<file path="src/rtl/r2r_dac_pkg.sv">
// Shared types and constants for the R2R DAC waveform sequencer.
package r2r_dac_pkg;

    localparam int DAC_W_DEF = 8;

    typedef enum logic [1:0] {
        MODE_HOLD = 2'd0,
        MODE_RAMP = 2'd1,
        MODE_TRI  = 2'd2,
        MODE_FIFO = 2'd3
    } mode_e;

    typedef enum logic {
        ST_IDLE = 1'b0,
        ST_RUN  = 1'b1
    } state_e;

    // Triangle direction for the next step; each endpoint is emitted once before turning.
    function automatic logic tri_step_up(input logic dir_up, input logic at_max, input logic at_zero);
        logic up_s;
        if (dir_up) begin
            up_s = !at_max;
        end else begin
            up_s = at_zero;
        end
        return up_s;
    endfunction

endpackage

</file>
<file path="src/rtl/r2r_sample_fifo.sv">
// Synchronous sample FIFO; flush overrides push and pop, full blocks push even during a pop.
module r2r_sample_fifo
    import r2r_dac_pkg::*;
#(
    parameter  int W     = DAC_W_DEF,
    parameter  int DEPTH = 16,
    localparam int AW    = $clog2(DEPTH),
    localparam int LW    = AW + 1
) (
    input  logic          clk,
    input  logic          rst,
    input  logic          push,
    input  logic [W-1:0]  push_data,
    input  logic          pop,
    input  logic          flush,
    output logic [W-1:0]  head_data,
    output logic          full,
    output logic          empty,
    output logic [LW-1:0] level
);

    logic [W-1:0]  mem_r [DEPTH];
    logic [AW-1:0] wr_ptr_r;
    logic [AW-1:0] rd_ptr_r;
    logic [LW-1:0] level_r;
    logic          push_ok_s;
    logic          pop_ok_s;

    assign full      = (level_r == LW'(DEPTH));
    assign empty     = (level_r == {LW{1'b0}});
    assign push_ok_s = push && !full && !flush;
    assign pop_ok_s  = pop && !empty && !flush;
    assign head_data = mem_r[rd_ptr_r];
    assign level     = level_r;

    // Sample storage; contents are don't-care until the pointers make them visible.
    always_ff @(posedge clk) begin
        if (push_ok_s) begin
            mem_r[wr_ptr_r] <= push_data;
        end
    end

    // Pointer and occupancy bookkeeping.
    always_ff @(posedge clk) begin
        if (rst || flush) begin
            wr_ptr_r <= {AW{1'b0}};
            rd_ptr_r <= {AW{1'b0}};
            level_r  <= {LW{1'b0}};
        end else begin
            if (push_ok_s) begin
                wr_ptr_r <= wr_ptr_r + AW'(1);
            end
            if (pop_ok_s) begin
                rd_ptr_r <= rd_ptr_r + AW'(1);
            end
            case ({push_ok_s, pop_ok_s})
                2'b10:   level_r <= level_r + LW'(1);
                2'b01:   level_r <= level_r - LW'(1);
                default: level_r <= level_r;
            endcase
        end
    end

endmodule

</file>
<file path="src/rtl/r2r_dac_wave_sequencer.sv">
// Sample-rate scheduler producing a registered, glitch-free R2R DAC code from
// a held value, ramp, triangle or sample FIFO on each divider tick.
module r2r_dac_wave_sequencer
    import r2r_dac_pkg::*;
#(
    parameter  int DAC_W       = DAC_W_DEF,
    parameter  int DIV_W       = 16,
    parameter  int DIV_DEFAULT = 999,
    parameter  int FIFO_DEPTH  = 16,
    localparam int LVL_W       = $clog2(FIFO_DEPTH) + 1
) (
    input  logic             clk,
    input  logic             rst,
    input  logic             div_load,
    input  logic [DIV_W-1:0] div_value,
    input  logic [1:0]       mode,
    input  logic [DAC_W-1:0] direct_data,
    input  logic             start,
    input  logic             stop,
    input  logic             flush,
    input  logic             wr_valid,
    input  logic [DAC_W-1:0] wr_data,
    output logic             wr_ready,
    output logic [DAC_W-1:0] dac_code,
    output logic             sample_strobe,
    output logic             busy,
    output logic             underrun,
    output logic [LVL_W-1:0] fifo_level
);

    localparam logic [DAC_W-1:0] CODE_MAX  = {DAC_W{1'b1}};
    localparam logic [DAC_W-1:0] CODE_ZERO = {DAC_W{1'b0}};

    state_e           state_r;
    state_e           state_nxt_s;
    mode_e            mode_r;
    logic [DIV_W-1:0] div_reg_r;
    logic [DIV_W-1:0] div_cnt_r;
    logic [DAC_W-1:0] acc_r;
    logic             dir_up_r;
    logic [DAC_W-1:0] dac_code_r;
    logic             strobe_r;
    logic             underrun_r;

    logic             start_acc_s;
    logic             tick_s;
    logic [DAC_W-1:0] acc_nxt_s;
    logic             dir_nxt_s;
    logic [DAC_W-1:0] code_nxt_s;
    logic             underrun_set_s;
    logic             tri_up_s;
    logic             fifo_pop_s;
    logic [DAC_W-1:0] fifo_head_s;
    logic             fifo_full_s;
    logic             fifo_empty_s;

    r2r_sample_fifo #(
        .W     (DAC_W),
        .DEPTH (FIFO_DEPTH)
    ) u_fifo (
        .clk       (clk),
        .rst       (rst),
        .push      (wr_valid),
        .push_data (wr_data),
        .pop       (fifo_pop_s),
        .flush     (flush),
        .head_data (fifo_head_s),
        .full      (fifo_full_s),
        .empty     (fifo_empty_s),
        .level     (fifo_level)
    );

    // A stop in the tick cycle suppresses the update so the code freezes at the last emitted value.
    assign tick_s = (state_r == ST_RUN) && !stop && (div_cnt_r == {DIV_W{1'b0}});

    // Run-control next state; stop dominates start.
    always_comb begin
        state_nxt_s = state_r;
        start_acc_s = 1'b0;
        case (state_r)
            ST_IDLE: begin
                if (start && !stop) begin
                    state_nxt_s = ST_RUN;
                    start_acc_s = 1'b1;
                end else begin
                    state_nxt_s = ST_IDLE;
                end
            end
            ST_RUN: begin
                if (stop) begin
                    state_nxt_s = ST_IDLE;
                end else begin
                    state_nxt_s = ST_RUN;
                end
            end
            default: state_nxt_s = ST_IDLE;
        endcase
    end

    // Waveform generation and FIFO pop for the current tick.
    always_comb begin
        acc_nxt_s      = acc_r;
        dir_nxt_s      = dir_up_r;
        code_nxt_s     = dac_code_r;
        underrun_set_s = 1'b0;
        fifo_pop_s     = 1'b0;
        tri_up_s       = tri_step_up(dir_up_r, acc_r == CODE_MAX, acc_r == CODE_ZERO);
        if (tick_s) begin
            case (mode_r)
                MODE_HOLD: code_nxt_s = direct_data;
                MODE_RAMP: begin
                    acc_nxt_s  = acc_r + DAC_W'(1);
                    code_nxt_s = acc_r + DAC_W'(1);
                end
                MODE_TRI: begin
                    dir_nxt_s  = tri_up_s;
                    acc_nxt_s  = tri_up_s ? (acc_r + DAC_W'(1)) : (acc_r - DAC_W'(1));
                    code_nxt_s = tri_up_s ? (acc_r + DAC_W'(1)) : (acc_r - DAC_W'(1));
                end
                MODE_FIFO: begin
                    if (fifo_empty_s) begin
                        underrun_set_s = 1'b1;
                    end else begin
                        fifo_pop_s = 1'b1;
                        code_nxt_s = fifo_head_s;
                    end
                end
                default: code_nxt_s = dac_code_r;
            endcase
        end else begin
            code_nxt_s = dac_code_r;
        end
    end

    // Run-control state register.
    always_ff @(posedge clk) begin
        if (rst) begin
            state_r <= ST_IDLE;
        end else begin
            state_r <= state_nxt_s;
        end
    end

    // Sample divider; a load applies immediately and the counter only moves while running.
    always_ff @(posedge clk) begin
        if (rst) begin
            div_reg_r <= DIV_W'(DIV_DEFAULT);
            div_cnt_r <= DIV_W'(DIV_DEFAULT);
        end else if (div_load) begin
            div_reg_r <= div_value;
            div_cnt_r <= div_value;
        end else if (start_acc_s) begin
            div_cnt_r <= div_reg_r;
        end else if (state_r == ST_RUN) begin
            if (div_cnt_r == {DIV_W{1'b0}}) begin
                div_cnt_r <= div_reg_r;
            end else begin
                div_cnt_r <= div_cnt_r - DIV_W'(1);
            end
        end
    end

    // Mode latch and ramp/triangle accumulator, restarted on every accepted start.
    always_ff @(posedge clk) begin
        if (rst) begin
            mode_r   <= MODE_HOLD;
            acc_r    <= CODE_ZERO;
            dir_up_r <= 1'b1;
        end else if (start_acc_s) begin
            mode_r   <= mode_e'(mode);
            acc_r    <= CODE_ZERO;
            dir_up_r <= 1'b1;
        end else begin
            acc_r    <= acc_nxt_s;
            dir_up_r <= dir_nxt_s;
        end
    end

    // Registered DAC code, strobe and sticky underrun flag.
    always_ff @(posedge clk) begin
        if (rst) begin
            dac_code_r <= CODE_ZERO;
            strobe_r   <= 1'b0;
            underrun_r <= 1'b0;
        end else begin
            dac_code_r <= code_nxt_s;
            strobe_r   <= tick_s;
            if (start_acc_s) begin
                underrun_r <= 1'b0;
            end else if (underrun_set_s) begin
                underrun_r <= 1'b1;
            end
        end
    end

    assign dac_code      = dac_code_r;
    assign sample_strobe = strobe_r;
    assign underrun      = underrun_r;
    assign busy          = (state_r == ST_RUN);
    assign wr_ready      = !fifo_full_s;

endmodule

</file>
<file path="config.mk">
export PLATFORM = sky130hd
export DESIGN_NAME = r2r_dac_wave_sequencer
export DESIGN_NICKNAME = d
export VERILOG_FILES = /design/src/rtl/r2r_dac_pkg.sv /design/src/rtl/r2r_sample_fifo.sv /design/src/rtl/r2r_dac_wave_sequencer.sv
export SDC_FILE = /design/constraint.sdc
export NUM_CORES = 1
export LEC_CHECK = 0
export ABC_AREA = 1
export BUFFER_PORTS_ARGS = -buffer_cell sky130_fd_sc_hd__buf_4
export CORE_UTILIZATION = 60
export CTS_CLUSTER_SIZE = 25
export DETAILED_ROUTE_END_ITERATION = 10
export PLACE_DENSITY = 0.79
export SLEW_MARGIN = 20
export SYNTH_ARGS = -nofsm -noshare
export SYNTH_HDL_FRONTEND = slang
export SYNTH_SLANG_ARGS = --single-unit
</file>
<file path="constraint.sdc">
create_clock -name clk -period 5.7 [get_ports clk]
set_input_delay 1.14 -clock clk [delete_from_list [all_inputs] [get_ports clk]]
set_output_delay 1.14 -clock clk [all_outputs]
set_load 0.1 [all_outputs]
</file>
Word-level counts from Yosys, hierarchy flattened

Memories as Yosys holds them, arrays and structs flattened. A register that Yosys moved wholly into a read port is not among the register bits.
Cells that the tools add are included.

Input port bits: 41
Register bits after elaboration: 67
Bits in writable memories: 128
Bits in read-only memories: 0
Logic and storage cells: 77
Memories kept: 1
Bits in latches: 0

Memory list:

| memory       | words | bits a word | read ports | clocked after Yosys merged registers in | write ports | line                  | source |
|---|---|---|---|---|---|---|---|
| u_fifo.mem_r | 16    | 8           | 1          | 1                                       | 1           | r2r_sample_fifo.sv:22 | `logic [W-1:0] mem_r [DEPTH];` |

Shift operators: 0
$mul: 0
Equal/unequal tests: 8
Bitwise logic cells: 1
Add/sub/neg operators: 7
Reductions and logical operators: 24
Div/mod/pow operators: 0
Mux-type cells: 24
$lt $le $gt $ge: 0

Operators with widths:

| cell                  | number |
|---|---|
| $mux 16               | 4 |
| $pmux 8 s4            | 1 |
| $logic_not 16->1      | 1 |
| $mux 8                | 2 |
| $pmux 8 s2            | 1 |
| $sub 16x1->16 const B | 1 |
| $mux 1                | 12 |
| $pmux 5 s2            | 1 |
| $add 4x1->4 const B   | 2 |
| $add 8x1->8 const B   | 1 |
| $eq 8x8->1 const B    | 1 |
| $logic_not 8->1       | 1 |
| $mux 4                | 2 |
| $sub 8x1->8 const B   | 1 |
| $logic_and 1x1->1     | 7 |
| $eq 2x2->1 const B    | 3 |
| $reduce_and 2->1      | 3 |
| $add 5x1->5 const B   | 1 |
| $eq 5x5->1 const B    | 1 |
| $logic_not 1->1       | 5 |
| $logic_not 5->1       | 1 |
| $sub 5x1->5 const B   | 1 |
| $eq 2x1->1 const B    | 2 |
| $reduce_bool 2->1     | 2 |
| 7 further kinds       | 7 |

Depth between registers and ports, before layout

Gate-level depths: netlist (run 1).

Depth in word-level cells: 8
Mapped depth: 18
Depth with buffers taken out: 17

Cells and area by module

A second synthesis (run 1) with hierarchy kept.

Cell total of the unflattened synthesis: 1055
Area, all modules: 9720.6 µm²

Modules (own cells, without submodules):

| module                 | times used | sequential area each (µm²) | cells an instance | area an instance (µm²) |
|---|---|---|---|---|
| r2r_sample_fifo        | 1          | 4184.0                     | 485               | 6160.9 |
| r2r_dac_wave_sequencer | 1          | 1081.0                     | 570               | 3559.7 |

Worst setup path before layout (run 1)

OpenSTA, ideal clock, no wires.

Kind: register to register
From: register u_fifo.level_r[4], in the netlist u_fifo.level[4]
To: register u_fifo.level_r[4], in the netlist u_fifo.level[4]
Data arrival time: 3.943 ns
Buffers on the path: 0
Clock period less this slack: 4.010 ns
Stages on the path, launching flop included: 14
Path slack: 1.690 ns
Setup time: 0.067 ns
Cell sequence: dfxtp_1 -> nand4_1 -> nand3_1 -> ha_1 -> xor2_1 -> ha_1 -> inv_1 -> nand2_1 -> nand2_1 -> nand2_1 -> nand2_1 -> nand2_1 -> nand2_1 -> a21oi_2

RTL lines:

| item                                            | line                         | source |
|---|---|---|
| start: declaration                              | r2r_sample_fifo.sv:25        | `logic [LW-1:0] level_r;` |
| start signal: assignment                        | r2r_sample_fifo.sv:48        | `level_r <= {LW{1'b0}};` |
| start signal: assignment                        | r2r_sample_fifo.sv:57        | `2'b10: level_r <= level_r + LW'(1);` |
| start signal: assignment                        | r2r_sample_fifo.sv:58        | `2'b01: level_r <= level_r - LW'(1);` |
| $eq 5x5->1 (*)                                  | r2r_sample_fifo.sv:29        | `assign full = (level_r == LW'(DEPTH));` |
| $logic_not 1->1 (*)                             | n/a                          |  |
| named net wr_ready                              | r2r_dac_wave_sequencer.sv:23 | `output logic wr_ready,` |
| $logic_and 1x1->1 (*) (2 in series)             | r2r_sample_fifo.sv:31        | `assign push_ok_s = push && !full && !flush;` |
| $eq 2x1->1 or $eq 2x2->1 (tied branches)        | r2r_sample_fifo.sv:56        | `case ({push_ok_s, pop_ok_s})` |
| $pmux 5 s2 or $reduce_bool 2->1 (tied branches) | n/a                          |  |

The timed path passes the listed nets; every way through them passes the cells marked *.
A chain may end at the register's enable or synchronous reset.

Worst setup path in the final report (run 1)

From: input port stop
To: register u_fifo.level_r[4], in the netlist u_fifo.level[4]

Word-level cells in the longest chain between the ends: 8

RTL lines:

| item                                            | line                          | source |
|---|---|---|
| start: declaration                              | r2r_dac_wave_sequencer.sv:19  | `input logic stop,` |
| $logic_not 1->1 (*)                             | r2r_dac_wave_sequencer.sv:74  | `assign tick_s = (state_r == ST_RUN) && !stop && (div_cnt_r == {DIV_W{1'b0}});` |
| $logic_and 1x1->1 (*) (2 in series)             | r2r_dac_wave_sequencer.sv:74  |  |
| $mux 1 (*)                                      | r2r_dac_wave_sequencer.sv:108 | `if (tick_s) begin` |
| $logic_and 1x1->1 (*) (2 in series)             | r2r_sample_fifo.sv:32         | `assign pop_ok_s = pop && !empty && !flush;` |
| $eq 2x1->1 or $eq 2x2->1 (tied branches)        | r2r_sample_fifo.sv:56         |  |
| $pmux 5 s2 or $reduce_bool 2->1 (tied branches) | n/a                           |  |
| end signal: assignment                          | r2r_sample_fifo.sv:57         |  |
| end signal: assignment                          | r2r_sample_fifo.sv:58         |  |
| end signal: assignment                          | r2r_sample_fifo.sv:59         | `default: level_r <= level_r;` |

Every way passes the cells marked *; elsewhere a longest branch is shown, timed or not.

==> results.cfg, run 1 <==
[setup_path]
crit_buf_inv = 2
max_stage_delay_ps = 320
required_ps = 6080
crit_path_frequent_cell = nand2_1
path_cells = buf_4 > nor2_1 > nand3_4 > nor2_4 > ha_1 > xor2_1 > ha_1 > inv_1 > nand2_1 > nand2_1 > nand2_1 > nand2_1 > nand2_1 > nand2_1 > a21oi_2
cp-end-kind = flip-flop
crit_type = in -> reg
worstSetupStartpointType = input port
path_delay_family = simple AND/OR/NAND/NOR gates
crit_fanout = 11
slowest_stage = ha_1
crit_arrival_ps = 3160

[hold_path]
hp-class = reg -> reg

[floorplanning]
die_w_um = 125
rows = 44
pin_count = 58
fp.dieH_um = 125
coreArea_um2 = 14600
initial_core_util_pct = 61.9
die_area_um2 = 15500

[routing]
drcViolationCount = 0
drt-wirelength-per-cell_um = 17.6
drtPass1Iterations = 6
drt_iter0_drc = 747
vias = 7088
vias_per_cell = 5.92
routed_wl_um = 21100
ant_nets = 0

[sta]
finalCritPeriodShare_pct = 48.8
tightest_slew_ps = 1060
timing.final.ws_setup_ps = 2920
finalSetupTns_ps = 0
slew_headroom_pct = 29.4
hold-worst-slack_ps = 462
grt_setup_unrepaired = no
fmaxAchievable_ghz = 0.359
setup_viol = 0
report.final.slew_viol_count = 0
hold_viol = 0
period_needed_ps = 2780
skew_ps = 10.5

[clocking]
cts_inserted_buffers = 17
post_cts_buffers = 0
clock_path_buffers = 2
cts_max_level = 4
cts_repair_resize_count = 0
root_buffer = clkbuf_16
tritoncts = built
worstSkewPairLatency_ps = 440
cts.reportedPaths.clkPinSlew_ps = 70
cts_hold_buf = 0
clkSinkCount = 199

[synth]
synth_top_area_cell = edfxtp_1
synthFlopType = edfxtp_1
synthCells = 964
synth_most_common_cell = nand2_1
yosysWarningCount = 0
async_flop_share_pct = 0
ys_ff_latch = 199
synthTopCellsByArea = edfxtp_1 (43%), dfxtp_1 (16%), o21ai_0 (6.7%)
synth_edf_count = 128
synthesis.area_um2 = 9030
synth-seq-area-share_pct = 58.3
syn_avg_cell_area_um2 = 9.37
synth_top_area_share_pct = 42.6
synthesis.nets = 1022
synthTopCellsByCount = nand2_1 (161), nor2_1 (135), edfxtp_1 (128)
synthDistinctLibCells = 39

[global_routing]
antenna_found_initial = 0
grt_max_degree = 65
grt.overflow.total = 0
first_global_vias = 6625
grt_use_total_pct = 28.3
grt_pass1_wl_um = 34300

[final_layout]
nNetsFinal = 1059
n_fill_cell = 1075
num_antenna_cells = 0
syn_to_final_growth_pct = 12.9
fin_cells = 1198
finalInstanceArea_um2 = 10200
final_util_pct = 69.9
drive_gt1_share_pct = 11.4

[status]
status = complete, no violations

[power_and_ir_drop]
power.total_mw = 3.10
power.density_nw_per_um2 = 304
vdd_drop_max_mv = 0.205
leakagePower_nw = 3.97

[placed_design]
numPlacedInstances = 1166
portBuffers = 57
dp_slack_ps = 2450
dpl_cell_area_um2 = 9520
hpwl_um = 13600
gp_congestion = 0.933

[job]
drv_cap = 0
## logic make-up (layout without fill, tap and decap cells)
| logic type | after synthesis | in the layout | share of synthesized area [%] |
|---|---|---|---|
| simple gates | 391 | 391 | 18.5 |
| compound gates | 226 | 226 | 14.0 |
| flops | 199 | 199 | 58.3 |
| buf+inv | 110 | 160 | 4.85 |
| xor+xnor | 21 | 21 | 2.04 |
| fa+ha+maj | 17 | 17 | 2.36 |
## layer usage
| metal | vias to the layer above | routed length [µm] | track usage (%) | part of all wire, % |
|---|---|---|---|---|
| met4 | 0 | 450 | 11.3 | 2.1 |
| li1 | 3417 | - | - | - |
| met1 | 3327 | 9310 | 40.3 | 44 |
| met5 | - | 0 | 0 | 0 |
| met3 | 40 | 1520 | 4.81 | 7.2 |
| met2 | 304 | 9820 | 43.2 | 47 |
## state kept, by name (all words and copies together) (netlist names), named ones only
register / flops
acc_r: 8
busy: 1
dac_code: 8
dir_up_r: 1
div_cnt_r: 16
div_reg_r: 16
mode_r: 2
sample_strobe: 1
u_fifo.level: 5
u_fifo.mem_r: 128
u_fifo.rd_ptr_r: 4
u_fifo.wr_ptr_r: 4
underrun: 1
## path summary, 6_finish.rpt
path / startpoint / cells past startpoint / slack (ps) / endpoint
worst max-delay path: stop / 15 / 2920 / u_fifo.level[4]
worst min-delay path: div_reg_r[0] / 2 / 460 / div_reg_r[0]
worst max register to register: mode_r[0] / 14 / 3000 / u_fifo.level[4]
worst min register to register: div_reg_r[0] / 2 / 460 / div_reg_r[0]
## area by class of cell
| cell class | instances | area, µm² | share of cell area (%) |
|---|---|---|---|
| Tap cell | 184 | 230 | 2.26 |
| Clock buffer | 17 | 425 | 4.17 |
| Timing Repair Buffer | 59 | 443 | 4.35 |
| Clock inverter | 15 | 241 | 2.37 |
| Sequential cell | 199 | 5270 | 51.7 |
| Inverter | 69 | 259 | 2.54 |
| Multi-Input combinational cell | 655 | 3330 | 32.6 |
## worst min-delay path: cells and delay by family (launching register included)
kind,cells,cell delay [ps]
DFF,1,310
and+or+nand+nor,2,120
## power by group
group,leakage [nW],switching (mW),internal [mW]
registers,1.73,0.0184,1.56
clock network,0.325,0.555,0.792
logic,1.91,0.117,0.0627
total,3.97,0.690,2.41
## layout by cell type, fill, tap and decap left out, types with 18 or more instances in the layout
cell type,instances
a21oi_1,46
nand2_1,161
xor2_1,18
nand3_1,54
buf_4,59
edfxtp_1,128
nor2_1,135
o21ai_0,121
o211ai_1,21
inv_1,65
dfxtp_1,70
Power figures use the tool's default switching activity.
==> inputs of run 2 (changes only) <==
--- a/config.mk
+++ b/config.mk
@@ -7,10 +7,10 @@
 export LEC_CHECK = 0
 export ABC_AREA = 1
 export BUFFER_PORTS_ARGS = -buffer_cell sky130_fd_sc_hd__buf_4
-export CORE_UTILIZATION = 60
+export CORE_UTILIZATION = 55
 export CTS_CLUSTER_SIZE = 25
 export DETAILED_ROUTE_END_ITERATION = 10
-export PLACE_DENSITY = 0.79
+export PLACE_DENSITY = 0.76
 export SLEW_MARGIN = 20
 export SYNTH_ARGS = -nofsm -noshare
 export SYNTH_HDL_FRONTEND = slang
==> constraint.sdc (replaced) <==
create_clock -name clk -period 2.23 [get_ports clk]
set_input_delay 0.446 -clock clk [delete_from_list [all_inputs] [get_ports clk]]
set_output_delay 0.446 -clock clk [all_outputs]
set_load 0.1 [all_outputs]
==> run 2 against run 1 <==
Against the previous run: routed wire length grew 2.3%; critical path depth up 1; clock power is 130% higher; final area rose by 5.0%; power up 150%; first-iteration DRC count down 15%; cell count rose by 6.4%; hold slack lost 220 ps; worst setup slack lost 2800 ps; utilization shrank 2.7 points; critical endpoint unchanged; largest power group unchanged.
==> results.cfg, run 2 (same netlist as run 1, synthesis figures left out) <==
[sta]
finalCritPeriodShare_pct = 93.1
period_needed_ps = 2080
slew_headroom_pct = 65.2
skew_ps = 10.3
hold_viol = 0
tightest_slew_ps = 521
report.final.slew_viol_count = 0
fmaxAchievable_ghz = 0.481
setup_viol = 0

[routing]
vias = 7213
drt-wirelength-per-cell_um = 16.9
drcViolationCount = 0
ant_nets = 0
routed_wl_um = 21600
drt_iter0_drc = 637
drtPass1Iterations = 5
vias_per_cell = 5.66

[status]
status = complete, no violations

[final_layout]
regMostFlops = u_fifo.mem_r
n_fill_cell = 1225
nNetsFinal = 1104
largest_reg_flops = 128
multi_input_area_um2 = 3480
final_common_cell = nand2_1
drive_gt1_share_pct = 19.5
fin_cells = 1275
register_area_um2 = 5290
final_util_pct = 67.1
reg.largest.list = u_fifo.mem_r x128, div_cnt_r x16, div_reg_r x16
num_antenna_cells = 0
finalInstanceArea_um2 = 10700
syn_to_final_growth_pct = 18.5
final_cell_mix = nand2_1 (154), edfxtp_1 (128), o21ai_0 (121)

[setup_path]
setup.worst_path.end = u_fifo.level[4]
r2r_cells = 16
worstSetupStartpointType = flip-flop
r2r_setup_slack_ps = 150
crit_arrival_ps = 2450
worstReg2RegEnd = u_fifo.level[4]
path_cells = nor2_2 > nand2_2 > nor2_4 > nand3_4 > nor2_4 > ha_4 > xor2_2 > ha_2 > inv_1 > nand2_2 > nand2_2 > nand2_1 > nand2_1 > nand2_1 > nand2_1 > a21oi_2
cp-end-kind = flip-flop
crit_type = reg -> reg
crit_fanout = 4
crit_path_frequent_cell = nand2_1
required_ps = 2600
startpoint = div_cnt_r[13]
timing.rr.start = div_cnt_r[13]
max_stage_delay_ps = 330
slowest_stage = dfxtp_1

[floorplanning]
coreArea_um2 = 15900
fp.dieH_um = 130
die_w_um = 130
pin_count = 58
die_area_um2 = 16900
rows = 46
initial_core_util_pct = 56.6

[clocking]
clock_path_buffers = 2
clkSinkCount = 199
cts_max_level = 4
cts.reportedPaths.clkPinSlew_ps = 80
tritoncts = built
root_buffer = clkbuf_16
cts_hold_buf = 0
cts_inserted_buffers = 17
worstSkewPairLatency_ps = 440

[placed_design]
portBuffers = 57
gp_congestion = 0.941
hpwl_um = 14200
dpl_cell_area_um2 = 9960
numPlacedInstances = 1234

[power_and_ir_drop]
leakagePower_nw = 4.18
intPower_mw = 5.78
p_switching_mw = 1.88
pwr-share-comb_pct = 6.8
swShare_pct = 24.5
p_seq_share_pct = 52.5
vdd_drop_max_mv = 0.594
clockPowerShare_pct = 40.7
power.density_nw_per_um2 = 716

[global_routing]
grt_pass1_wl_um = 33400
first_global_vias = 6623
grt_use_total_pct = 26.4
grt_max_degree = 45
antenna_found_initial = 0
grt.overflow.total = 0

[hold_path]
hp-class = in -> reg

[job]
drv_cap = 0
-- run 2: changes by cell type in the layout (fill, tap and decap cells not counted), moves of 3 or more --
cell and change:
buf_4 +44, bufinv_16 -4, dfxtp_1 -12, dfxtp_2 +7, dfxtp_4 +5, ha_1 -3
inv_6 +6, nand2_1 -7, nand2_2 +7, nand3_1 -3, nand3_2 +3, nor2_1 -18
nor2_2 +10, nor2_4 +8
-- run 2: cell type report --
class                           count  area share [%]
Clock buffer                       18            4.01
Timing Repair Buffer              104            7.41
Multi-Input combinational cell    655            32.5
Inverter                           69            2.44
Tap cell                          216            2.53
Clock inverter                     14            1.63
Sequential cell                   199            49.5
-- run 2: worst max-delay path, delay by kind of cell, from the launching register on --
family          cells  cell delay (ps)
compound gates      1              120
xor+xnor            1              150
fa+ha+maj           2              360
buf+inv             1               40
flops               1              330
simple gates       11              990
-- run 2: worst min path at each step --
| stage | start | endpoint | slack (ps) | cells after the start |
|---|---|---|---|---|
| after floorplan | div_reg_r[0] | div_reg_r[0] | 420 | 2 |
| after global placement | div_reg_r[0] | div_reg_r[0] | 440 | 2 |
| after detailed placement | div_reg_r[0] | div_reg_r[0] | 440 | 2 |
| after CTS | div_value[1] | div_reg_r[1] | 220 | 3 |
| after global routing | div_value[0] | div_reg_r[0] | 260 | 3 |
| final | div_value[0] | div_reg_r[0] | 240 | 3 |
-- run 2: routing by layer --
layer	share of wire, %	track usage (%)
met1	43	34.8
met3	5.5	4.31
met5	0	0
met2	49	43.6
met4	2.4	10.8
-- run 2: stage by stage --
stage          power [mW]  TNS (ps)  worst slack (ps)  hold slack, ps
2_1_floorplan        4.38    -77740              -942             424
3_3_place_gp         4.58         0               103             438
3_5_place_dp         4.58         0              95.2             444
4_1_cts              7.65         0              46.2             220
5_1_grt              7.90     -55.2             -55.2             259
6_report             7.66         0               153             238
-- run 2: power by group through the flow --
stage | Combinational, mW | Sequential [mW] | Clock (mW)
after floorplan | 0.270 | 4.11 | 0
after global placement | 0.486 | 4.09 | 0
after detailed placement | 0.490 | 4.09 | 0
after CTS | 0.495 | 4.01 | 3.14
after global routing | 0.575 | 4.03 | 3.30
final | 0.521 | 4.02 | 3.12
-- run 2: repair_timing --
action,4_1_cts,5_1_grt
resized for setup,0,23
buffers inserted,0,9
endpoints found under the setup margin,0,3
hold endpoints to repair,0,0
==> inputs of run 3 (changes only) <==
--- a/config.mk
+++ b/config.mk
@@ -5,12 +5,11 @@
 export SDC_FILE = /design/constraint.sdc
 export NUM_CORES = 1
 export LEC_CHECK = 0
-export ABC_AREA = 1
 export BUFFER_PORTS_ARGS = -buffer_cell sky130_fd_sc_hd__buf_4
-export CORE_UTILIZATION = 55
+export CORE_UTILIZATION = 50
 export CTS_CLUSTER_SIZE = 25
 export DETAILED_ROUTE_END_ITERATION = 10
-export PLACE_DENSITY = 0.76
+export PLACE_DENSITY = 0.7
 export SLEW_MARGIN = 20
 export SYNTH_ARGS = -nofsm -noshare
 export SYNTH_HDL_FRONTEND = slang
==> run 3 against run 2 <==
Against the previous run: the run now ends with DRC, setup timing left; worst setup slack worse by 430 ps; critical path depth down 4; clock skew up 5.4 ps; clock power up 6.4%; final area up 9.4%; power up 3.1%.
==> results.cfg, run 3 <==
[status]
status = complete, but fails checks
violations = DRC, setup timing

[placed_design]
dpl_cell_area_um2 = 10700
numPlacedInstances = 1146
portBuffers = 57
gp_congestion = 0.891
hpwl_um = 16300

[sta]
slew_headroom_pct = 28.2
grt_setup_unrepaired = yes
report.final.slew_viol_count = 0
period_needed_ps = 2510
fmaxAchievable_ghz = 0.399
hold_viol = 0
tightest_slew_ps = 1070
finalCritPeriodShare_pct = 112
skew_ps = 15.7
setup_viol = 7
timing.final.ws_setup_ps = -275

[synth]
synth_most_common_cell = edfxtp_1
synth_compound_area_share_pct = 11.2
synth_top_area_cell = edfxtp_1
ys_ff_latch = 199
synthCells = 801
async_flop_share_pct = 0
syn_avg_cell_area_um2 = 11.6
synth-simple-area-share_pct = 14.2
synthTopCellsByCount = edfxtp_1 (128), dfxtp_1 (71), nor2_1 (68)
synthDistinctLibCells = 68
synth_top_family_by_area = simple AND/OR/NAND/NOR gates
synth_xor_area_share_pct = 2.45
synth-seq-area-share_pct = 56.7
synthesis.nets = 859
synth_top_area_share_pct = 41.4
synthFlopType = edfxtp_1
yosysWarningCount = 0
synthAdderAreaFrac_pct = 2.29
synthesis.area_um2 = 9280
synth_edf_count = 128
synthMuxAreaShare_pct = 9.68
synthTopCellsByArea = edfxtp_1 (41%), dfxtp_1 (15%), mux2i_1 (5.1%)

[setup_path]
crit_arrival_ps = 2880
cp-end-kind = flip-flop
r2r_setup_slack_ps = -280
required_ps = 2610
crit_type = reg -> reg
worstSetupStartpointType = flip-flop
crit_fanout = 2
timing.rr.start = u_fifo.level[2]
worstReg2RegEnd = u_fifo.level[2]
r2r_cells = 12

[hold_path]
holdCritStartpoint = div_value[8]
hp-class = in -> reg
worstHoldPathCells = 3
holdPathEnd = div_reg_r[8]

[final_layout]
drive_gt1_share_pct = 31.5
num_antenna_cells = 0
regMostFlops = u_fifo.mem_r
largest_reg_flops = 128
final_common_cell = buf_4
finalInstanceArea_um2 = 11700
nNetsFinal = 1003
fin_cells = 1187
syn_to_final_growth_pct = 26.1
reg.largest.list = u_fifo.mem_r x128, div_cnt_r x16, div_reg_r x16
final_cell_mix = buf_4 (167), edfxtp_1 (128), nor2_1 (63)

[floorplanning]
rows = 49
die_area_um2 = 19100
pin_count = 58
initial_core_util_pct = 51.3
fp.dieH_um = 138
coreArea_um2 = 18100
die_w_um = 138

[power_and_ir_drop]
vdd_drop_max_mv = 0.630
leakagePower_nw = 4.34
power.density_nw_per_um2 = 675

[routing]
wl_met2_um = 11600
ant_nets = 0
drt-wirelength-per-cell_um = 19.6
vias = 6974
drcViolationCount = 10
top_layer_used = met4
routed_wl_um = 23200
vias_per_cell = 5.88
drt_iter0_drc = 468
drtPass1Iterations = 8
wl_met3_um = 1020
drt-met1-wl_um = 10200

[global_routing]
first_global_vias = 6769
grt_pass1_wl_um = 36700
antenna_found_initial = 0
grt_use_total_pct = 25.0
grt_max_degree = 31
grt.overflow.total = 0

[clocking]
tritoncts = built
cts_max_level = 4
clock_path_buffers = 2
clkSinkCount = 199
worstSkewPairLatency_ps = 460
cts.reportedPaths.clkPinSlew_ps = 80
root_buffer = clkbuf_16
cts_inserted_buffers = 17

[job]
drv_cap = 0
==> run 3: cell count changes after synthesis, sizes merged, moves of 33 or more <==
| cell | delta |
|---|---|
| inv | -33 |
| mux2i | +47 |
| nand2 | -114 |
| nand3 | -38 |
| nor2 | -76 |
| o21ai | -91 |
==> run 3: logic make-up (layout without fill, tap and decap cells) <==
group / Yosys count / in the layout
compound gates: 159 / 159
xor+xnor: 26 / 26
fa+ha+maj: 17 / 17
buf+inv: 80 / 237
flops: 199 / 199
mux: 68 / 68
simple gates: 252 / 252
==> run 3: area by class of cell <==
type                    count  area, µm²
multi-input cells         522       4050
clock inverters            15        226
well taps                 229        287
repair buffers            170       1300
fillers                  1353       6380
clock buffers              17        425
flip-flops and latches    199       5290
inverters                  35        131
==> run 3: per-stage QoR <==
step           utilization (%)  hold slack (ps)  setup TNS (ps)  setup slack [ps]  power [mW]
2_1_floorplan                -              427           -1840              -579        4.36
4_1_cts                   63.3              210            -817              -286        7.91
6_report                  64.7              229           -1010              -275        7.90
5_1_grt                   64.7              238           -2480              -395        8.14
3_5_place_dp              59.1              448           -3470              -317        4.62
3_3_place_gp              59.1              437           -1110              -272        4.60
==> run 3: what timing repair did <==
action / CTS / global route
resized for setup: 15 / 52
endpoints found under the setup margin: 16 / 54
hold buffers: 0 / 0
pin swaps: 10 / 22
endpoints found under the hold margin: 0 / 0
setup buffers: 3 / 7
==> run 3: how the worst max path moves through the flow <==
stage / from / end / slack (ps) / depth (start not counted)
after floorplan: u_fifo.level[2] / u_fifo.level[2] / -580 / 14
after global placement: flush / u_fifo.level[2] / -270 / 13
after detailed placement: u_fifo.level[2] / u_fifo.level[4] / -320 / 10
after CTS: u_fifo.level[0] / u_fifo.level[2] / -290 / 11
after global routing: u_fifo.level[2] / u_fifo.level[2] / -400 / 12
final: u_fifo.level[2] / u_fifo.level[2] / -280 / 12
==> run 3: power breakdown <==
part | internal (mW) | switching, mW
combinational | 0.247 | 0.325
sequential | 3.97 | 0.0404
clock | 1.60 | 1.72
==> run 3: metal layers <==
layer,up-vias,GRT usage [%]
met4,0,7.92
met3,32,5.23
met5,-,0
met1,3467,32.5
li1,3286,-
met2,189,42.2
==> run 3: worst max-delay path, cell delays in order, from the launching register on <==
cell and delay [ps]:
dfxtp_4 350, or4_4 570, o21ai_4 200, nor2_4 50, inv_2 60, ha_4 140
xor2_1 200, ha_2 220, inv_2 50, o41ai_4 50, xnor2_1 110, or3_1 330
a21oi_2 110
